File: src/rtl/mem_arb_pkg.sv
// Shared definitions for the memory-port arbiter.
//   arb_state_t   : arbiter FSM states (IDLE, OWN, RELEASE)
//   BURST_LEN_DEF : default fairness cap in completed beats per tenure
//   MAX_REQ       : largest supported requester count
//   onehot2idx    : converts a one-hot grant vector into a requester index
package mem_arb_pkg;

  typedef enum logic [1:0] {
    IDLE    = 2'd0,
    OWN     = 2'd1,
    RELEASE = 2'd2
  } arb_state_t;

  localparam int BURST_LEN_DEF = 16;
  localparam int MAX_REQ       = 8;

  // Index of the set bit; returns 0 for an all-zero vector.
  function automatic int onehot2idx(input logic [MAX_REQ-1:0] oh);
    int idx;
    idx = 0;
    for (int i = 0; i < MAX_REQ; i++) begin
      if (oh[i]) idx = i;
    end
    return idx;
  endfunction

endpackage

File: src/rtl/rr_pick.sv
// Combinational round-robin picker.
//   req   : per-requester request vector
//   ptr   : index of the highest-priority requester for this pick
//   gnt   : one-hot winner (all zero when no request)
//   valid : at least one request present
// The search starts at ptr and walks upward, wrapping at NUM_REQ.
module rr_pick #(
  parameter int NUM_REQ = 2
) (
  input  logic [NUM_REQ-1:0]         req,
  input  logic [$clog2(NUM_REQ)-1:0] ptr,
  output logic [NUM_REQ-1:0]         gnt,
  output logic                       valid
);

  localparam int IDX_W = $clog2(NUM_REQ);

  // One extra bit so ptr + i cannot overflow before the wrap correction.
  logic [IDX_W:0] cand;

  always_comb begin
    gnt   = '0;
    valid = 1'b0;
    cand  = '0;
    for (int i = 0; i < NUM_REQ; i++) begin
      cand = {1'b0, ptr} + (IDX_W+1)'(i);
      if (cand >= (IDX_W+1)'(NUM_REQ)) cand = cand - (IDX_W+1)'(NUM_REQ);
      if (!valid && req[cand[IDX_W-1:0]]) begin
        gnt[cand[IDX_W-1:0]] = 1'b1;
        valid                = 1'b1;
      end
    end
  end

endmodule

File: src/rtl/mem_port_arbiter.sv
// Round-robin arbiter sharing one byte-wide memory port between NUM_REQ
// requesters, with burst tenure so one requester's beats are never
// interleaved with another's.
//
// Ports:
//   PCLK, PRESET          : clock, synchronous active-high reset
//   r_cs/r_lock/r_write   : per-requester request, tenure hold, direction
//   r_addr/r_wdata        : packed per-requester address / write data
//   r_rdata               : read data broadcast (valid with r_ready)
//   r_ready/r_error       : beat-complete strobe / beat error, owner only
//   grant                 : registered one-hot owner
//   s_cs/s_write/s_addr/s_wdata : memory-side request
//   m_rdata/m_ready/m_error     : memory-side response
//   dbg_state/dbg_rr_ptr/dbg_beat_cnt : FSM state, priority pointer, beat count
//
// Handshake: a beat is offered when s_cs is high and completes in any cycle
// where m_ready is also high; in that same cycle the owner sees r_ready (with
// r_error and r_rdata) and presents its next beat, or drops r_cs, from the
// following cycle. m_ready while s_cs is low means nothing.
module mem_port_arbiter
  import mem_arb_pkg::*;
#(
  parameter int NUM_REQ   = 2,
  parameter int ADDR_W    = 8,
  parameter int DATA_W    = 8,
  parameter int BURST_LEN = BURST_LEN_DEF
) (
  input  logic                          PCLK,
  input  logic                          PRESET,
  input  logic [NUM_REQ-1:0]            r_cs,
  input  logic [NUM_REQ-1:0]            r_lock,
  input  logic [NUM_REQ-1:0]            r_write,
  input  logic [NUM_REQ*ADDR_W-1:0]     r_addr,
  input  logic [NUM_REQ*DATA_W-1:0]     r_wdata,
  output logic [DATA_W-1:0]             r_rdata,
  output logic [NUM_REQ-1:0]            r_ready,
  output logic [NUM_REQ-1:0]            r_error,
  output logic [NUM_REQ-1:0]            grant,
  output logic                          s_cs,
  output logic                          s_write,
  output logic [ADDR_W-1:0]             s_addr,
  output logic [DATA_W-1:0]             s_wdata,
  input  logic [DATA_W-1:0]             m_rdata,
  input  logic                          m_ready,
  input  logic                          m_error,
  output logic [1:0]                    dbg_state,
  output logic [$clog2(NUM_REQ)-1:0]    dbg_rr_ptr,
  output logic [$clog2(BURST_LEN+1)-1:0] dbg_beat_cnt
);

  localparam int IDX_W = $clog2(NUM_REQ);
  localparam int CNT_W = $clog2(BURST_LEN + 1);

  arb_state_t         state, state_nx;
  logic [NUM_REQ-1:0] grant_nx;
  logic [IDX_W-1:0]   rr_ptr, rr_ptr_nx;
  logic [CNT_W-1:0]   beat_cnt, beat_cnt_nx;

  logic [NUM_REQ-1:0] pick_gnt;
  logic               pick_valid;
  logic [MAX_REQ-1:0] grant_wide;
  logic [IDX_W-1:0]   owner_idx;
  logic [IDX_W-1:0]   next_ptr;
  logic               owner_cs;
  logic               owner_lock;
  logic               beat_done;
  logic               cap_hit;

  // Single picker serves both the IDLE and RELEASE decisions; rr_ptr has
  // already moved past the previous owner by the time RELEASE is entered.
  rr_pick #(.NUM_REQ(NUM_REQ)) u_rr_pick (
    .req   (r_cs),
    .ptr   (rr_ptr),
    .gnt   (pick_gnt),
    .valid (pick_valid)
  );

  assign grant_wide = MAX_REQ'(grant);
  assign owner_idx  = IDX_W'(onehot2idx(grant_wide));
  assign next_ptr   = (owner_idx == IDX_W'(NUM_REQ - 1)) ? '0 : owner_idx + IDX_W'(1);

  // grant is zero outside OWN, so these reductions are inert there.
  assign owner_cs   = |(r_cs & grant);
  assign owner_lock = |(r_lock & grant);
  assign beat_done  = (state == OWN) && owner_cs && m_ready;
  // The cap ignores r_lock: the BURST_LEN-th completed beat always ends tenure.
  assign cap_hit    = beat_done && (beat_cnt == CNT_W'(BURST_LEN - 1));

  always_ff @(posedge PCLK) begin
    if (PRESET) begin
      state    <= IDLE;
      grant    <= '0;
      rr_ptr   <= '0;
      beat_cnt <= '0;
    end else begin
      state    <= state_nx;
      grant    <= grant_nx;
      rr_ptr   <= rr_ptr_nx;
      beat_cnt <= beat_cnt_nx;
    end
  end

  always_comb begin
    state_nx    = state;
    grant_nx    = grant;
    rr_ptr_nx   = rr_ptr;
    beat_cnt_nx = beat_cnt;
    case (state)
      IDLE: begin
        if (pick_valid) begin
          state_nx    = OWN;
          grant_nx    = pick_gnt;
          beat_cnt_nx = '0;
        end
      end
      OWN: begin
        if (beat_done) beat_cnt_nx = beat_cnt + CNT_W'(1);
        if (cap_hit || (!owner_cs && !owner_lock)) begin
          state_nx  = RELEASE;
          grant_nx  = '0;
          rr_ptr_nx = next_ptr;
        end
      end
      RELEASE: begin
        // Mandatory one-cycle gap; a sole requester may win straight back.
        if (pick_valid) begin
          state_nx    = OWN;
          grant_nx    = pick_gnt;
          beat_cnt_nx = '0;
        end else begin
          state_nx = IDLE;
        end
      end
      default: begin
        state_nx = IDLE;
        grant_nx = '0;
      end
    endcase
  end

  // Memory-side mux: AND-OR over the one-hot grant, so non-owners never
  // reach the memory outputs.
  always_comb begin
    s_cs    = 1'b0;
    s_write = 1'b0;
    s_addr  = '0;
    s_wdata = '0;
    r_ready = '0;
    r_error = '0;
    r_rdata = '0;
    if (state == OWN) begin
      for (int i = 0; i < NUM_REQ; i++) begin
        if (grant[i]) begin
          s_cs    = r_cs[i];
          s_write = r_write[i];
          s_addr  = r_addr[i*ADDR_W +: ADDR_W];
          s_wdata = r_wdata[i*DATA_W +: DATA_W];
        end
      end
    end
    if (beat_done) begin
      r_ready = grant;
      r_rdata = m_rdata;
      if (m_error) r_error = grant;
    end
  end

  assign dbg_state    = state;
  assign dbg_rr_ptr   = rr_ptr;
  assign dbg_beat_cnt = beat_cnt;

endmodule
File: config.mk
export PLATFORM = sky130hd
export DESIGN_NAME = mem_port_arbiter
export DESIGN_NICKNAME = d
export VERILOG_FILES = /design/src/rtl/mem_arb_pkg.sv /design/src/rtl/rr_pick.sv /design/src/rtl/mem_port_arbiter.sv
export SDC_FILE = /design/constraint.sdc
export NUM_CORES = 1
export LEC_CHECK = 0
export CAP_MARGIN = 10
export CORE_MARGIN = 2
export CORE_UTILIZATION = 31
export DETAILED_ROUTE_END_ITERATION = 16
export PLACE_DENSITY = 0.92
export SETUP_SLACK_MARGIN = 0.2
export SYNTH_ARGS = -nofsm -noshare
export SYNTH_HDL_FRONTEND = slang
export SYNTH_SLANG_ARGS = --single-unit
File: constraint.sdc
create_clock -name PCLK -period 3.8 [get_ports PCLK]
set_clock_uncertainty 0.1 [all_clocks]
set_input_delay 1.14 -clock PCLK [delete_from_list [all_inputs] [get_ports PCLK]]
set_output_delay 1.14 -clock PCLK [all_outputs]
set_load 0.02 [all_outputs]
# Word-level counts from Yosys, hierarchy flattened

Cells that the tools add are included.

Flip-flop bits (word level): 10
Logic and storage cells: 87
Input bits: 50

Magnitude comparators: 6
Bitwise operators: 3
Add/subtract/negate cells: 5
Reduce and logical (&&, ||, !) cells: 20
Equality and inequality tests: 7
Mux-type cells: 42

Operator list:

| operator                                                              | number |
|---|---|
| 8-bit two-way mux                                                     | 7 |
| 1-bit two-way mux                                                     | 19 |
| 2-bit two-way mux                                                     | 9 |
| 5-bit two-way mux                                                     | 2 |
| 5-bit case mux with 2 select lines                                    | 1 |
| 1-bit logical AND                                                     | 7 |
| 2-bit case mux with 3 select lines                                    | 1 |
| 2-bit AND reduction                                                   | 3 |
| 2-bit OR reduction                                                    | 3 |
| 5-bit by 1-bit adder with 5-bit output, second input constant         | 1 |
| 5-bit by 4-bit == test with 1-bit output, second input constant       | 1 |
| 2-bit bitwise AND                                                     | 2 |
| 1-bit by 2-bit < comparator with 1-bit output, second input constant  | 2 |
| 2-bit by 1-bit != test with 1-bit output, second input constant       | 2 |
| 2-bit != test, second input constant                                  | 2 |
| 2-bit case mux with 2 select lines                                    | 1 |
| 1-bit zero test                                                       | 3 |
| 3-bit AND reduction                                                   | 1 |
| 1-bit by 1-bit adder with 2-bit output, second input constant         | 1 |
| 1-bit demux with 1-bit select                                         | 2 |
| 2-bit by 1-bit == test with 1-bit output, second input constant       | 1 |
| 2-bit == test, second input constant                                  | 1 |
| 1-bit >= comparator, second input constant                            | 2 |
| 1-bit by 2-bit >= comparator with 1-bit output, second input constant | 1 |
| 7 further kinds                                                       | 8 |

# Depth between registers and ports, before layout

Gate-level depths: netlist (run 1).

Word-level depth: 11
Depth in mapped cells: 6
Gate-level depth less buffers: 6

# By module

From an unflattened synthesis (run 1), not the netlist that was laid out.

Cells, all modules: 122
Area total of the unflattened synthesis: 890.9 sq um

Modules (own cells, without submodules):

| module           | seq. area each (sq um) | instances | area an instance (sq um) | cells an instance |
|---|---|---|---|---|
| mem_port_arbiter | 200.2                  | 1         | 865.8                    | 118 |
| rr_pick          | 0.0                    | 1         | 25.0                     | 4 |

# Worst setup path after synthesis (run 1)

OpenSTA, ideal clock, no wires.

Path kind: input -> output
From: in r_cs[0]
To: out r_rdata[0]
Stages: 5
Arrival: 2025 ps
Slack: 535 ps
Path through: a22o_1 > and3_4 > buf_6 > clkbuf_2 > and2_1

Word-level cells in the longest chain between the ends: 5

RTL lines:

| element                        | RTL line                | source |
|---|---|---|
| start, declared                | mem_port_arbiter.sv:30  | `input logic [NUM_REQ-1:0] r_cs,` |
| 2-bit bitwise AND              | mem_port_arbiter.sv:83  | `assign owner_cs = \|(r_cs & grant);` |
| 2-bit OR reduction             | mem_port_arbiter.sv:83  |  |
| 1-bit logical AND (2 in a row) | mem_port_arbiter.sv:85  | `assign beat_done = (state == OWN) && owner_cs && m_ready;` |
| 8-bit two-way mux              | mem_port_arbiter.sv:161 | `if (beat_done) begin` |
| end, declared                  | mem_port_arbiter.sv:35  | `output logic [DATA_W-1:0] r_rdata,` |

Every way passes these cells.

# Worst setup path after layout (run 1)

From: in m_ready
To: out r_rdata[1]

Word-level cells in the longest chain between the ends: 2

RTL lines:

| element           | RTL line                | source |
|---|---|---|
| start, declared   | mem_port_arbiter.sv:44  | `input logic m_ready,` |
| 1-bit logical AND | mem_port_arbiter.sv:85  |  |
| 8-bit two-way mux | mem_port_arbiter.sv:161 |  |

Every way passes these cells.

==> impl_metrics.yaml, run 1 <==
yosys:
  synth.distinct_cells: 33
  synth_nets: 172
  synthesis.area_um2: 868
  syn_avg_cell_area_um2: 7.24
  ys_seq_area_frac: 0.231
  syn_inst: 120
  yosysWarnings: 0
  synth-seq-cells: 10
worst_setup_path:
  crit_slowest_cell: "clkdlybuf4s50_1"
  reg2reg_from: "grant[1]$_SDFFE_PP0P_"
  cp_num_buf_inv: 2
  critical_path_class: "in -> out"
  crit_path_start_kind: "input pin"
  critPathRequiredTime_ps: 2560
  r2r_cells: 5
  max_stage_delay_ps: 530
  cp_data_arrival_time_ps: 2310
  cp_cell_sequence: "clkdlybuf4s50_1, and3_4, and2_1, clkdlybuf4s15_2"
  ff2ff_setup_slack_ps: 1960
  cp_max_fo: 8
  crit_path_end_kind: "primary output"
  r2r_end: "grant[0]$_SDFFE_PP0P_"
  crit_family: "buffers and inverters"
hold_path:
  min_path_cells: 1
  min_to: "dbg_beat_cnt[2]$_SDFFE_PP0P_"
  min_path_type: "reg -> reg"
  hold_start: "dbg_beat_cnt[2]$_SDFFE_PP0P_"
finish:
  nNetsFinal: 263
  num_antenna_cells: 0
  layout-drive-gt1-share: 0.152
  finish.utilization: 0.664
  area_delta_synth_final_pct: 107
global_route:
  overflow: 0
  antenna_found_initial: 0
  grt_use_total: 0.190
  grt_pass1_vias: 1093
  grt_pass1_wl_mm: 5.01
  grt_max_degree: 20
clock_tree:
  cts_tree: "built"
  cts_buffers: 3
  root_buffer: "clkbuf_4"
  path_clk_slew_ps: 60
  clock-sinks: 10
  cts_hold_buf: 0
  cts_buffer_depth: 2
  htreeDepth: 1
  clk_latency_ps: 260
detailed_routing:
  drt_wl_total_mm: 3.26
  viasPerCell: 5.02
  drt_iter0_drc: 54
  drc: 0
  vias: 1211
  ant_nets: 0
  routedWlPerCell_um: 13.5
  drt_first_pass_iters: 4
die:
  die_w_um: 56.9
  rows: 19
  io_pins: 90
  die_h_um: 56.9
  core_area_um2: 2710
  initial_core_util: 0.320
  dieArea_um2: 3240
power:
  power.switching_mw: 0.0962
  irDropWorstVdd_v: 0.000203
  p_per_area_nw_per_um2: 188
  swShare: 0.285
  cellLeakagePower_nw: 0.768
  p_int_mw: 0.241
  p_comb_frac: 0.382
  p_clk_frac: 0.281
  p_seq_frac: 0.337
status:
  status: "complete, no violations"
sta:
  whs_ps: 426
  setup_viol: 0
  slew_viol_final: 0
  tightest_slew_ps: 674
  period_needed_ps: 3550
  slew_headroom: 0.550
  rsz0062_at_grt: "false"
  fmax_mhz: 282
  finalHoldViolations: 0
  finalCritPeriodShare: 0.934
  setup_tns_ps: 0
placement:
  dpl.hpwl_mm: 2.45
  port_buffers: 89
  gp_congestion: 0.793
run:
  maxCapViolCount: 0
layer usage:
layer / routed length (um) / share of wire / vias up / global-route usage
met5: 0 / 0 / - / 0
met4: 15 / 0.0046 / 0 / 0.0365
met3: 202 / 0.062 / 2 / 0.0230
met2: 1690 / 0.52 / 46 / 0.365
met1: 1350 / 0.41 / 554 / 0.224
li1: - / - / 609 / -
cells by family after synthesis:
group                    count (synthesis)  synth area share
AO/OA/AOI/OAI                           35             0.298
adder cells (fa/ha/maj)                  2            0.0288
buffers and inverters                   15            0.0893
flip-flops                              10             0.231
multiplexers                             3            0.0360
AND/OR/NAND/NOR                         55             0.317
cell usage after synthesis:
master    count  share of area
a21oi_1       5          0.029
mux2i_1       2          0.023
buf_2         1         0.0058
nand2_1       8          0.035
o21ai_0       3          0.017
or2_4         1          0.010
and2_1       11          0.079
o21ba_2       1          0.012
ha_1          2          0.029
nand3_1       2          0.012
and3_1        3          0.022
nand2b_1      2          0.014
buf_6         2          0.026
o21bai_1      1         0.0086
buf_1         2         0.0086
clkbuf_1      4          0.017
mux2_2        1          0.013
and3_4        1          0.013
nor2b_1       1         0.0072
dfxtp_1      10           0.23
clkbuf_2      1         0.0058
a32o_2        1          0.013
nand3b_1      2          0.017
a311oi_1      1          0.010
nor2_1       23          0.099
a211oi_1      1         0.0086
and2b_1       1         0.0086
inv_1         4          0.017
a31oi_1       2          0.014
a22o_1        1          0.010
a22oi_1      17           0.15
a211oi_2      2          0.029
buf_4         1         0.0086
layout make-up:
type	instances	area, um^2
tap	31	38.8
sequential	10	200
multi-input combinational	96	607
clock buffer	4	36.3
timing repair buffer	96	902
fill	259	911
inverter	4	15.0
cell usage in the layout (no fill, tap or decap), types with 2 or more instances in the layout:
cell,instances
and3_4,3
a31oi_1,2
dfxtp_1,10
o21ai_0,3
clkdlybuf4s50_1,57
a211oi_2,2
buf_4,7
inv_1,4
and3_1,2
nand3b_1,2
nand2_1,8
clkdlybuf4s15_2,6
ha_1,2
clkbuf_4,3
a22oi_1,17
a21oi_1,5
nor2_1,23
nand3_1,2
mux2i_1,2
dlygate4sd2_1,20
buf_2,5
nand2b_1,2
and2_1,11
per-stage QoR:
step	instance area [um^2]	total power, mW	cells	setup slack, ps
floorplan	868	0.169	120	535
global placement	1780	0.245	235	-252
detailed placement	1780	0.247	235	-280
CTS	1800	0.339	241	254
global route	1800	0.352	241	206
finish	1800	0.338	241	249
worst reg2reg max path, stage by stage (launching register included):
cell and delay [ps]:
dfxtp_1 540, buf_4 300, o21ai_0 130, a32o_2 260, or2_4 250, a211oi_2 180
power groups by stage:
stage | Sequential, mW | Combinational [mW] | Clock [mW]
5_1_grt | 0.114 | 0.138 | 0.0995
2_1_floorplan | 0.119 | 0.0492 | 0
3_3_place_gp | 0.116 | 0.129 | 0
6_report | 0.114 | 0.129 | 0.0949
3_5_place_dp | 0.116 | 0.131 | 0
4_1_cts | 0.114 | 0.129 | 0.0960
flip-flops by register name (all words and copies together), names as in the netlist:
name          flops
dbg_beat_cnt      5
dbg_rr_ptr        1
dbg_state         2
grant             2
worst max path at each step:
stage,endpoint,cells past startpoint,startpoint,slack [ps]
after floorplan,r_rdata[0],5,r_cs[0],530
after global placement,r_error[1],5,r_cs[0],-250
after detailed placement,r_error[0],5,r_cs[0],-280
after CTS,r_rdata[4],4,m_ready,250
after global routing,r_rdata[1],4,m_ready,210
final,r_rdata[1],4,m_ready,250
repair_timing:
item | CTS | global route
gates resized for setup | 66 | 0
endpoints found under the setup margin | 30 | 0
setup buffers | 1 | 0
Power figures use the tool's default switching activity.
==> run 2, diff against run 1 <==
--- a/config.mk
+++ b/config.mk
@@ -8,7 +8,9 @@
 export CAP_MARGIN = 10
 export CORE_MARGIN = 2
 export CORE_UTILIZATION = 31
+export CTS_CLUSTER_DIAMETER = 150
 export DETAILED_ROUTE_END_ITERATION = 16
+export HOLD_SLACK_MARGIN = 0.06
 export PLACE_DENSITY = 0.92
 export SETUP_SLACK_MARGIN = 0.2
 export SYNTH_ARGS = -nofsm -noshare
==> results of run 2 <==
Final layout, timing and power as in run 1 (identical DEF).
==> run 3, diff against run 2 <==
--- a/config.mk
+++ b/config.mk
@@ -11,8 +11,9 @@
 export CTS_CLUSTER_DIAMETER = 150
 export DETAILED_ROUTE_END_ITERATION = 16
 export HOLD_SLACK_MARGIN = 0.06
-export PLACE_DENSITY = 0.92
+export PLACE_DENSITY_LB_ADDON = 0.25
 export SETUP_SLACK_MARGIN = 0.2
 export SYNTH_ARGS = -nofsm -noshare
 export SYNTH_HDL_FRONTEND = slang
+export SYNTH_HIERARCHICAL = 1
 export SYNTH_SLANG_ARGS = --single-unit
==> impl_metrics.yaml, run 3 <==
sta:
  slew_headroom: 0.555
  slew_viol_final: 0
  rsz0062_at_grt: "false"
  whs_ps: 436
  setup_viol: 0
  finalHoldViolations: 0
  fmax_mhz: 291
  period_needed_ps: 3440
  tightest_slew_ps: 667
  finalCritPeriodShare: 0.906
clock_tree:
  cts_buffers: 3
  cts_buffer_depth: 2
  root_buffer: "clkbuf_4"
  clock-sinks: 10
  clk_latency_ps: 270
  cts_tree: "built"
  path_clk_slew_ps: 60
  htreeDepth: 1
  cts_hold_buf: 0
hold_path:
  hold_start: "dbg_beat_cnt[1]$_SDFFE_PP0P_"
  min_path_type: "reg -> reg"
yosys:
  ys_seq_area_frac: 0.225
  async_flop_share: 0
  post-synth-top-area-cell: "dfxtp_1"
  synth_nets: 174
  synthesis.area_um2: 891
  syn_avg_cell_area_um2: 7.30
  synth-edff-count: 0
  synthTopCellsByCount: "nor2_1 (23), a22oi_1 (17), and2_1 (10), dfxtp_1 (10)"
  yosys-top-cells-area: "dfxtp_1 (22%), a22oi_1 (14%), nor2_1 (9.7%)"
  synth_flop_cell: "dfxtp_1"
  yosysTopAreaCellShare: 0.225
  syn_inst: 122
  yosysMostFrequentCell: "nor2_1"
  synth-seq-cells: 10
  yosysWarnings: 6
  synth.distinct_cells: 30
detailed_routing:
  vias: 1218
  routedWlPerCell_um: 13.5
  ant_nets: 0
  drt_iter0_drc: 53
  drc: 0
  viasPerCell: 5.03
  drt_wl_total_mm: 3.27
  drt_first_pass_iters: 4
die:
  die_h_um: 57.6
  io_pins: 90
  initial_core_util: 0.326
  rows: 19
  core_area_um2: 2730
  dieArea_um2: 3320
  die_w_um: 57.6
power:
  cellLeakagePower_nw: 0.823
  p_int_mw: 0.241
  p_comb_frac: 0.376
  power.switching_mw: 0.0958
  swShare: 0.284
  p_per_area_nw_per_um2: 191
  p_seq_frac: 0.340
  p_clk_frac: 0.284
  irDropWorstVdd_v: 0.000185
worst_setup_path:
  crit_path_end_kind: "primary output"
  cp_data_arrival_time_ps: 2200
  critPathRequiredTime_ps: 2560
  reg2reg_from: "dbg_beat_cnt[0]$_SDFFE_PP0P_"
  cp-startpoint: "r_cs[0]"
  critical_path_class: "in -> out"
  crit_path_start_kind: "input pin"
  cp_max_fo: 13
run:
  maxCapViolCount: 0
finish:
  multi_input_area_um2: 598
  seq_area_um2: 200
  layout-drive-gt1-share: 0.156
  area_delta_synth_final_pct: 97.8
  final_cell_mix: "clkdlybuf4s50_1 (57), nor2_1 (23), dlygate4sd2_1 (18)"
  final_common_cell: "clkdlybuf4s50_1"
  largest_reg_flops: 5
  nFillCells: 249
  finish.utilization: 0.644
  nNetsFinal: 264
  stdcell_count: 242
  num_antenna_cells: 0
placement:
  dpl.hpwl_mm: 2.68
  port_buffers: 89
  place_inst: 238
  gp_congestion: 0.795
global_route:
  grt_max_degree: 20
  grt_pass1_wl_mm: 5.32
  antenna_found_initial: 0
  grt_pass1_vias: 1242
  overflow: 0
  grt_use_total: 0.204
status:
  status: "complete, no violations"
==> run 3: critical path, stage by stage <==
cell           delay [ps]
dlygate4sd2_1         260
a22o_4                260
and3_4                210
and3_1                180
buf_2                 150
==> run 3: what timing repair did <==
action	in CTS	in global routing
setup endpoints to repair	30	13
gates resized for setup	69	2
buffers inserted	0	0
==> run 3: through the flow <==
stage | setup slack (ps) | total power, mW | area (um^2) | setup TNS (ps)
final | 359 | 0.337 | 1760 | 0
after global routing | 299 | 0.357 | 1760 | 0
after CTS | 203 | 0.341 | 1770 | 0
after detailed placement | -249 | 0.248 | 1810 | -2690
after global placement | -219 | 0.245 | 1810 | -2490
after floorplan | 504 | 0.168 | 891 | 0
==> run 3: kinds of logic after synthesis <==
group           after synthesis  synth area share
simple gates                 56             0.316
xor+xnor                      2            0.0197
buf+inv                      18             0.104
fa+ha+maj                     2            0.0281
compound gates               31             0.263
mux                           3            0.0449
flops                        10             0.225
==> run 3: area by class of cell <==
cell class,count,share of cell area
repair buffers,97,0.491
multi-input cells,94,0.339
flip-flops and latches,10,0.114
well taps,31,0.0220
clock buffers,4,0.0206
inverters,6,0.0128
==> run 3: power groups by stage <==
| stage | sequential (mW) | combinational, mW | clock (mW) |
|---|---|---|---|
| after detailed placement | 0.117 | 0.130 | 0 |
| after CTS | 0.115 | 0.127 | 0.0987 |
| after floorplan | 0.119 | 0.0495 | 0 |
| after global routing | 0.115 | 0.137 | 0.105 |
| after global placement | 0.117 | 0.128 | 0 |
| final | 0.115 | 0.127 | 0.0957 |
==> run 3: final timing paths <==
path / end / slack, ps / depth (start not counted)
worst min-delay path: dbg_beat_cnt[1]$_SDFFE_PP0P_ / 440 / 2
worst max register to register: dbg_rr_ptr$_SDFFE_PP0P_ / 1970 / 6
worst max-delay path: r_error[0] / 360 / 5
worst min register to register: dbg_beat_cnt[1]$_SDFFE_PP0P_ / 440 / 2
==> run 3: metal layers <==
metal	vias up	routed length [um]	share of wire	GRT usage
li1	603	-	-	-
met1	551	1230	0.38	0.221
met2	58	1750	0.53	0.375
met3	6	231	0.071	0.0522
met4	0	60	0.018	0.0797
met5	-	0	0	0
